--- config.mk ---
export PLATFORM = sky130hd
export DESIGN_NAME = clcd_seq
export DESIGN_NICKNAME = d
export VERILOG_FILES = /design/src/rtl/clcd_seq.sv
export SDC_FILE = /design/constraint.sdc
export NUM_CORES = 1
export LEC_CHECK = 0
export CORE_ASPECT_RATIO = 0.5
export CORE_MARGIN = 2
export CORE_UTILIZATION = 60
export DETAILED_ROUTE_END_ITERATION = 7
export PLACE_DENSITY = 0.83
export SYNTH_ARGS = -nofsm -noshare
export SYNTH_HDL_FRONTEND = slang
export SYNTH_SLANG_ARGS = --single-unit
--- constraint.sdc ---
create_clock -name clk -period 10.7 [get_ports clk]
set_input_delay 1.07 -clock clk [delete_from_list [all_inputs] [get_ports clk]]
set_output_delay 1.07 -clock clk [all_outputs]
set_load 0.01 [all_outputs]
--- src/rtl/clcd_seq.sv ---
// Character-LCD write sequencer: 9-bit {RS,DQ} FIFO feeding HD44780 write
// cycles, with automatic power-on wait, init ROM and per-entry exec waits.
module clcd_seq #(
    parameter int unsigned T_AS    = 3,
    parameter int unsigned T_PW    = 13,
    parameter int unsigned T_H     = 2,
    parameter int unsigned T_CMD   = 2000,
    parameter int unsigned T_CLR   = 82000,
    parameter int unsigned T_PWRON = 750000,
    parameter int unsigned DEPTH   = 16
) (
    input  logic                     clk,
    input  logic                     nRESET,
    input  logic                     wr_en,
    input  logic [8:0]               wr_data,
    input  logic                     init_req,
    input  logic                     ovf_clr,
    output logic                     CLCD_RS,
    output logic                     CLCD_RW,
    output logic                     CLCD_E,
    output logic [7:0]               CLCD_DQ,
    output logic [$clog2(DEPTH):0]   fifo_count,
    output logic                     fifo_full,
    output logic                     busy,
    output logic                     ovf
);
    localparam int AW = $clog2(DEPTH);
    localparam int CW = AW + 1;
    localparam logic [CW-1:0] L_DEPTH = CW'(DEPTH);
    localparam logic [19:0] L_AS  = 20'(T_AS - 1);
    localparam logic [19:0] L_PW  = 20'(T_PW - 1);
    localparam logic [19:0] L_H   = 20'(T_H - 1);
    localparam logic [19:0] L_CMD = 20'(T_CMD - 1);
    localparam logic [19:0] L_CLR = 20'(T_CLR - 1);
    localparam logic [19:0] L_PWR = 20'(T_PWRON - 1);

    typedef enum logic [2:0] {
        S_PWRUP, S_INIT, S_IDLE, S_SETUP, S_PULSE, S_HOLD, S_WAIT
    } state_t;

    state_t          r_state;
    logic [19:0]     r_cnt;
    logic [2:0]      r_idx;
    logic            r_rom;
    logic            r_long;
    logic            r_pend;
    logic [AW-1:0]   r_wp;
    logic [AW-1:0]   r_rp;
    logic [CW-1:0]   r_count;
    logic            r_full;
    logic            r_ovf;
    logic            r_busy;
    logic            r_rs;
    logic            r_e;
    logic [7:0]      r_dq;
    logic [8:0]      r_mem [DEPTH];

    function automatic logic [7:0] f_rom(input logic [1:0] i);
        case (i)
            2'd0:    return 8'h38;
            2'd1:    return 8'h0C;
            2'd2:    return 8'h06;
            default: return 8'h01;
        endcase
    endfunction

    logic [19:0]   w_wait_lim;
    logic          w_dec;
    logic          w_rom_more;
    logic          w_rom_ld;
    logic          w_svc;
    logic          w_pop;
    logic          w_push;
    logic          w_ld;
    logic          w_pend_nxt;
    logic [CW-1:0] w_cnt_nxt;
    logic [8:0]    w_ld_data;
    logic          w_ld_long;

    assign w_wait_lim = r_long ? L_CLR : L_CMD;
    assign w_dec      = (r_state == S_IDLE) ||
                        (r_state == S_WAIT && r_cnt == w_wait_lim);
    // An unfinished ROM sequence always outranks init requests and FIFO pops
    assign w_rom_more = r_rom && (r_idx != 3'd4);
    assign w_rom_ld   = (r_state == S_INIT) ||
                        (r_state == S_WAIT && w_dec && w_rom_more);
    assign w_svc      = w_dec && !w_rom_more && r_pend;
    assign w_pop      = w_dec && !w_rom_more && !r_pend && (r_count != '0);
    assign w_push     = wr_en && (r_count != L_DEPTH);
    assign w_ld       = w_rom_ld || w_pop;
    assign w_pend_nxt = (r_pend && !w_svc) || init_req;
    assign w_cnt_nxt  = r_count + CW'(w_push) - CW'(w_pop);
    assign w_ld_data  = w_rom_ld ? {1'b0, f_rom(r_idx[1:0])} : r_mem[r_rp];
    assign w_ld_long  = !w_ld_data[8] && (w_ld_data[7:2] == 6'd0) &&
                        (w_ld_data[1:0] != 2'd0);

    always_ff @(posedge clk) begin
        if (w_push) r_mem[r_wp] <= wr_data;
    end

    always_ff @(posedge clk or negedge nRESET) begin
        if (!nRESET) begin
            r_state <= S_PWRUP;
            r_cnt   <= '0;
            r_idx   <= '0;
            r_rom   <= 1'b0;
            r_long  <= 1'b0;
            r_pend  <= 1'b0;
            r_wp    <= '0;
            r_rp    <= '0;
            r_count <= '0;
            r_full  <= 1'b0;
            r_ovf   <= 1'b0;
            r_busy  <= 1'b1;
            r_rs    <= 1'b0;
            r_e     <= 1'b0;
            r_dq    <= '0;
        end else begin
            r_count <= w_cnt_nxt;
            r_full  <= (w_cnt_nxt == L_DEPTH);
            r_pend  <= w_pend_nxt;
            r_busy  <= 1'b1;
            if (w_push) r_wp <= r_wp + 1'b1;
            if (w_pop)  r_rp <= r_rp + 1'b1;
            if (wr_en && !w_push) r_ovf <= 1'b1;
            else if (ovf_clr)     r_ovf <= 1'b0;
            if (w_rom_ld) r_idx <= r_idx + 3'd1;
            if (w_ld) begin
                r_rs    <= w_ld_data[8];
                r_dq    <= w_ld_data[7:0];
                r_long  <= w_ld_long;
                r_cnt   <= '0;
                r_state <= S_SETUP;
            end else begin
                unique case (r_state)
                    S_PWRUP: begin
                        if (r_cnt == L_PWR) begin
                            r_state <= S_INIT;
                            r_rom   <= 1'b1;
                            r_idx   <= '0;
                            r_cnt   <= '0;
                        end else r_cnt <= r_cnt + 20'd1;
                    end
                    S_SETUP: begin
                        if (r_cnt == L_AS) begin
                            r_state <= S_PULSE;
                            r_e     <= 1'b1;
                            r_cnt   <= '0;
                        end else r_cnt <= r_cnt + 20'd1;
                    end
                    S_PULSE: begin
                        if (r_cnt == L_PW) begin
                            r_state <= S_HOLD;
                            r_e     <= 1'b0;
                            r_cnt   <= '0;
                        end else r_cnt <= r_cnt + 20'd1;
                    end
                    S_HOLD: begin
                        if (r_cnt == L_H) begin
                            r_state <= S_WAIT;
                            r_cnt   <= '0;
                        end else r_cnt <= r_cnt + 20'd1;
                    end
                    S_IDLE, S_WAIT: begin
                        if (!w_dec) begin
                            r_cnt <= r_cnt + 20'd1;
                        end else if (w_svc) begin
                            r_state <= S_INIT;
                            r_rom   <= 1'b1;
                            r_idx   <= '0;
                        end else begin
                            r_state <= S_IDLE;
                            r_busy  <= (w_cnt_nxt != '0) || w_pend_nxt;
                        end
                    end
                    default: r_state <= S_IDLE;
                endcase
            end
        end
    end

    assign CLCD_RS    = r_rs;
    assign CLCD_RW    = 1'b0;
    assign CLCD_E     = r_e;
    assign CLCD_DQ    = r_dq;
    assign fifo_count = r_count;
    assign fifo_full  = r_full;
    assign busy       = r_busy;
    assign ovf        = r_ovf;
endmodule
==> flow_summary.rst <==
.. list-table::
   :header-rows: 1

   * - Metric
     - Value
   * - Status
     - complete, no violations
   * - Avg Inst Size Synth
     - 14.3 µm²
   * - Arrival time at the worst endpoint
     - 4610 ps
   * - Total leakage power
     - 3.61 nW
   * - Hold-fix buffers, CTS
     - 0
   * - Starting utilization of the core area
     - 0.612
   * - Number of antenna cells inserted
     - 0
   * - Placed cell areas
     - 9290 µm²
   * - Power per cell area
     - 188 nW/µm²
   * - Transition at the pin with the smallest max-transition slack
     - 1040 ps
   * - Wire length per cell
     - 22.5 µm
   * - Number of distinct library cells after synthesis
     - 63
   * - Via count of the first global-routing pass
     - 5419
   * - Post-route cell area
     - 9940 µm²
   * - Initial antenna violation count
     - 0
   * - Worst VDD drop
     - 0.136 mV
   * - Biggest area consumer among synthesized cells
     - edfxtp_1
   * - Num rows
     - 31
   * - Most common cell after layout, fill and taps aside
     - edfxtp_1
   * - Number of max-slew violations in the final report
     - 0
   * - Unrepaired setup endpoints after global routing
     - false
   * - Sink Count
     - 199
   * - Number of clock buffers inserted by TritonCTS
     - 17
   * - Clock Tree Buf Depth
     - 2
   * - Skew-Pair Late Insertion Delay
     - 440 ps
   * - Port-buffer cells
     - 31
   * - Register-to-register setup slack
     - 6420 ps
   * - Number of nets in the finished design
     - 676
   * - Max-slew headroom
     - 0.304
   * - Count of synthesis-stage warnings from yosys
     - 0
   * - H-Tree Level Count
     - 4
   * - Routed wire length
     - 19.2 mm
   * - Number of enable-type register cells in the synthesized netlist
     - 144
   * - # setup viols final
     - 0
   * - Post-route fraction of the period consumed by the critical path
     - 0.400
   * - Drt drc
     - 0
   * - Commonest cells after routing, fill and taps aside
     - edfxtp_1, dfrtp_1, nand2_1
   * - Largest cells by area after synthesis
     - edfxtp_1, dfrtp_1, mux4_2, ha_1, mux2i_1
   * - Fillcell total
     - 925
   * - Total routing resource utilization after global routing
     - 0.262
   * - Mapped Cells
     - 615
   * - Post-Synthesis Net Count
     - 649
   * - Total gr overflow
     - 0
   * - Category of the worst setup path launch point
     - flop
   * - Critical Path Fanout Max
     - 11
   * - Register bit count reported by yosys
     - 199
   * - Cts repair resizes
     - 0
   * - Min cycle time layout
     - 4280 ps
   * - Die area
     - 15700 µm²
   * - Die height
     - 89.6 µm
   * - Endpoint class of the critical path
     - flop
   * - Drt initial violations
     - 691
   * - Via density per instance
     - 6.50
   * - Clock tree from TritonCTS
     - built
   * - DPL Wire Length
     - 11.7 mm
   * - Sequential cell area fraction in the yosys report
     - 0.648
   * - Share of post-route cells with drive strength above 1
     - 0.140
   * - Vias
     - 5545
   * - Die Span X
     - 175 µm
   * - Max Cap Violations
     - 0
   * - Fmax
     - 233 MHz
   * - Post-Layout Cell Count
     - 853
   * - Largest clock skew in the final design
     - 11.5 ps
   * - Total placed cells including tap cells
     - 821
   * - Data required time of the critical path
     - 11020 ps
   * - Fraction of registers with async set or reset after synthesis
     - 0.276
   * - Type of the setup path with the least slack
     - flop to flop
   * - Setup TNS
     - 0 ps
   * - Area Overhead vs Synth
     - 12.9%
   * - Path type of the worst min-delay path
     - flop to flop
   * - Most instantiated flip-flop cell in the synthesis netlist
     - edfxtp_1
   * - Hold_ws
     - 493 ps
   * - First-pass GRT wire length
     - 30.2 mm
   * - Area share of the largest cell type after synthesis
     - 0.491
   * - Fin. Hold Viols
     - 0
   * - Gp weighted congestion
     - 0.906
   * - Maximum number of pins on one net before global-route repair
     - 56
   * - Clock transition at the registers of the reported paths
     - 80 ps
   * - CTS root buf
     - clkbuf_16
   * - Ports placed on the boundary
     - 33
   * - Synthesized area
     - 8800 µm²
   * - Pre-Repair DR Iteration Count
     - 5
   * - Count of antenna-violating nets left after detailed routing
     - 0
   * - Core Box Area
     - 14400 µm²
   * - Post-CTS Setup Bufs
     - 0
## where the power goes
part | internal, W | switching [W]
Clock | 0.000347 | 0.000333
Sequential | 0.000907 | 0.0000427
Combinational | 0.0000934 | 0.000143
Total | 0.00135 | 0.000519
## per-layer routing
layer / wire, µm / GRT usage / vias to the layer above
met2: 9490 / 0.442 / 324
met3: 1750 / 0.0640 / 42
met5: 0 / 0 / -
met1: 7620 / 0.348 / 2772
li1: - / - / 2407
met4: 350 / 0.0788 / 0
## cell usage after synthesis (all sizes together), types with 2 or more instances
master	count
a32oi	2
o21a	2
o22ai	2
mux2i	19
ha	19
and4	2
or3	9
o21ai	18
and2	7
a21o	4
nand2b	5
nor3	14
edfxtp	144
a31o	4
nor3b	2
nand2	45
xnor2	9
a22o	5
nor4	7
and3	10
a22oi	5
o31ai	3
mux4	29
a21boi	2
o211ai	3
clkbuf	18
inv	24
or4	4
buf	15
nor2b	5
nor2	32
nand3	22
xor2	5
nand4	7
mux2	6
a31oi	17
o221ai	5
a221oi	5
a21oi	12
dfrtp	54
## per-stage QoR
stage | utilization | setup slack, ps | power, W
final | 0.691 | 6420 | 0.00187
after global routing | 0.691 | 6180 | 0.00192
after CTS | 0.691 | 6410 | 0.00187
after detailed placement | 0.645 | 6430 | 0.00119
after global placement | 0.645 | 6550 | 0.00117
after floorplan | - | 7140 | 0.00109
## critical path: stages, from the launching register on
cell,delay [ps]
dfrtp_1,440
or4_4,570
nor3_4,150
o2111a_2,330
o21ai_1,100
nor2b_1,660
ha_1,250
inv_1,40
ha_1,200
fa_1,410
xor2_1,180
or4_1,520
nor4_1,200
o211ai_1,120
## area by class of cell
class	count	area [µm²]	share of cell area
flip-flops and latches	199	5700	0.574
multi-input cells	359	2870	0.288
clock buffers	17	425	0.0428
repair buffers	41	380	0.0383
well taps	198	248	0.0249
clock inverters	15	225	0.0227
inverters	24	90.1	0.00907
## cell families (layout without fill, tap and decap cells)
logic type / Yosys count / count (layout) / share of synthesized area
and+or+nand+nor: 175 / 175 / 0.103
muxes: 54 / 54 / 0.103
DFF: 199 / 199 / 0.648
buffers and inverters: 57 / 97 / 0.0277
adders and majority gates: 20 / 20 / 0.0293
AOI/OAI and AO/OA: 95 / 95 / 0.0748
xor gates and xnor gates: 14 / 14 / 0.0139
other: 1 / 1 / 0.000426
## path summary, 6_finish.rpt
kind,to,startpoint,depth (start not counted)
setup / recovery,busy,r_cnt[12],13
hold / removal,CLCD_DQ[3],CLCD_DQ[3],2
setup reg to reg,busy,r_cnt[12],13
hold reg to reg,CLCD_DQ[3],CLCD_DQ[3],2
max in group asynchronous,r_rp[0],nRESET,2
min in group asynchronous,ovf,nRESET,2
## flip-flops by register name, summed over array words and instances, names as in the netlist
name / flops
CLCD_DQ: 8
r_idx: 3
busy: 1
r_wp: 4
ovf: 1
r_mem: 144
r_cnt: 20
fifo_full: 1
fifo_count: 5
r_rp: 4
r_rom: 1
r_state: 3
r_long: 1
CLCD_E: 1
CLCD_RS: 1
r_pend: 1
Power figures use the tool's default switching activity.
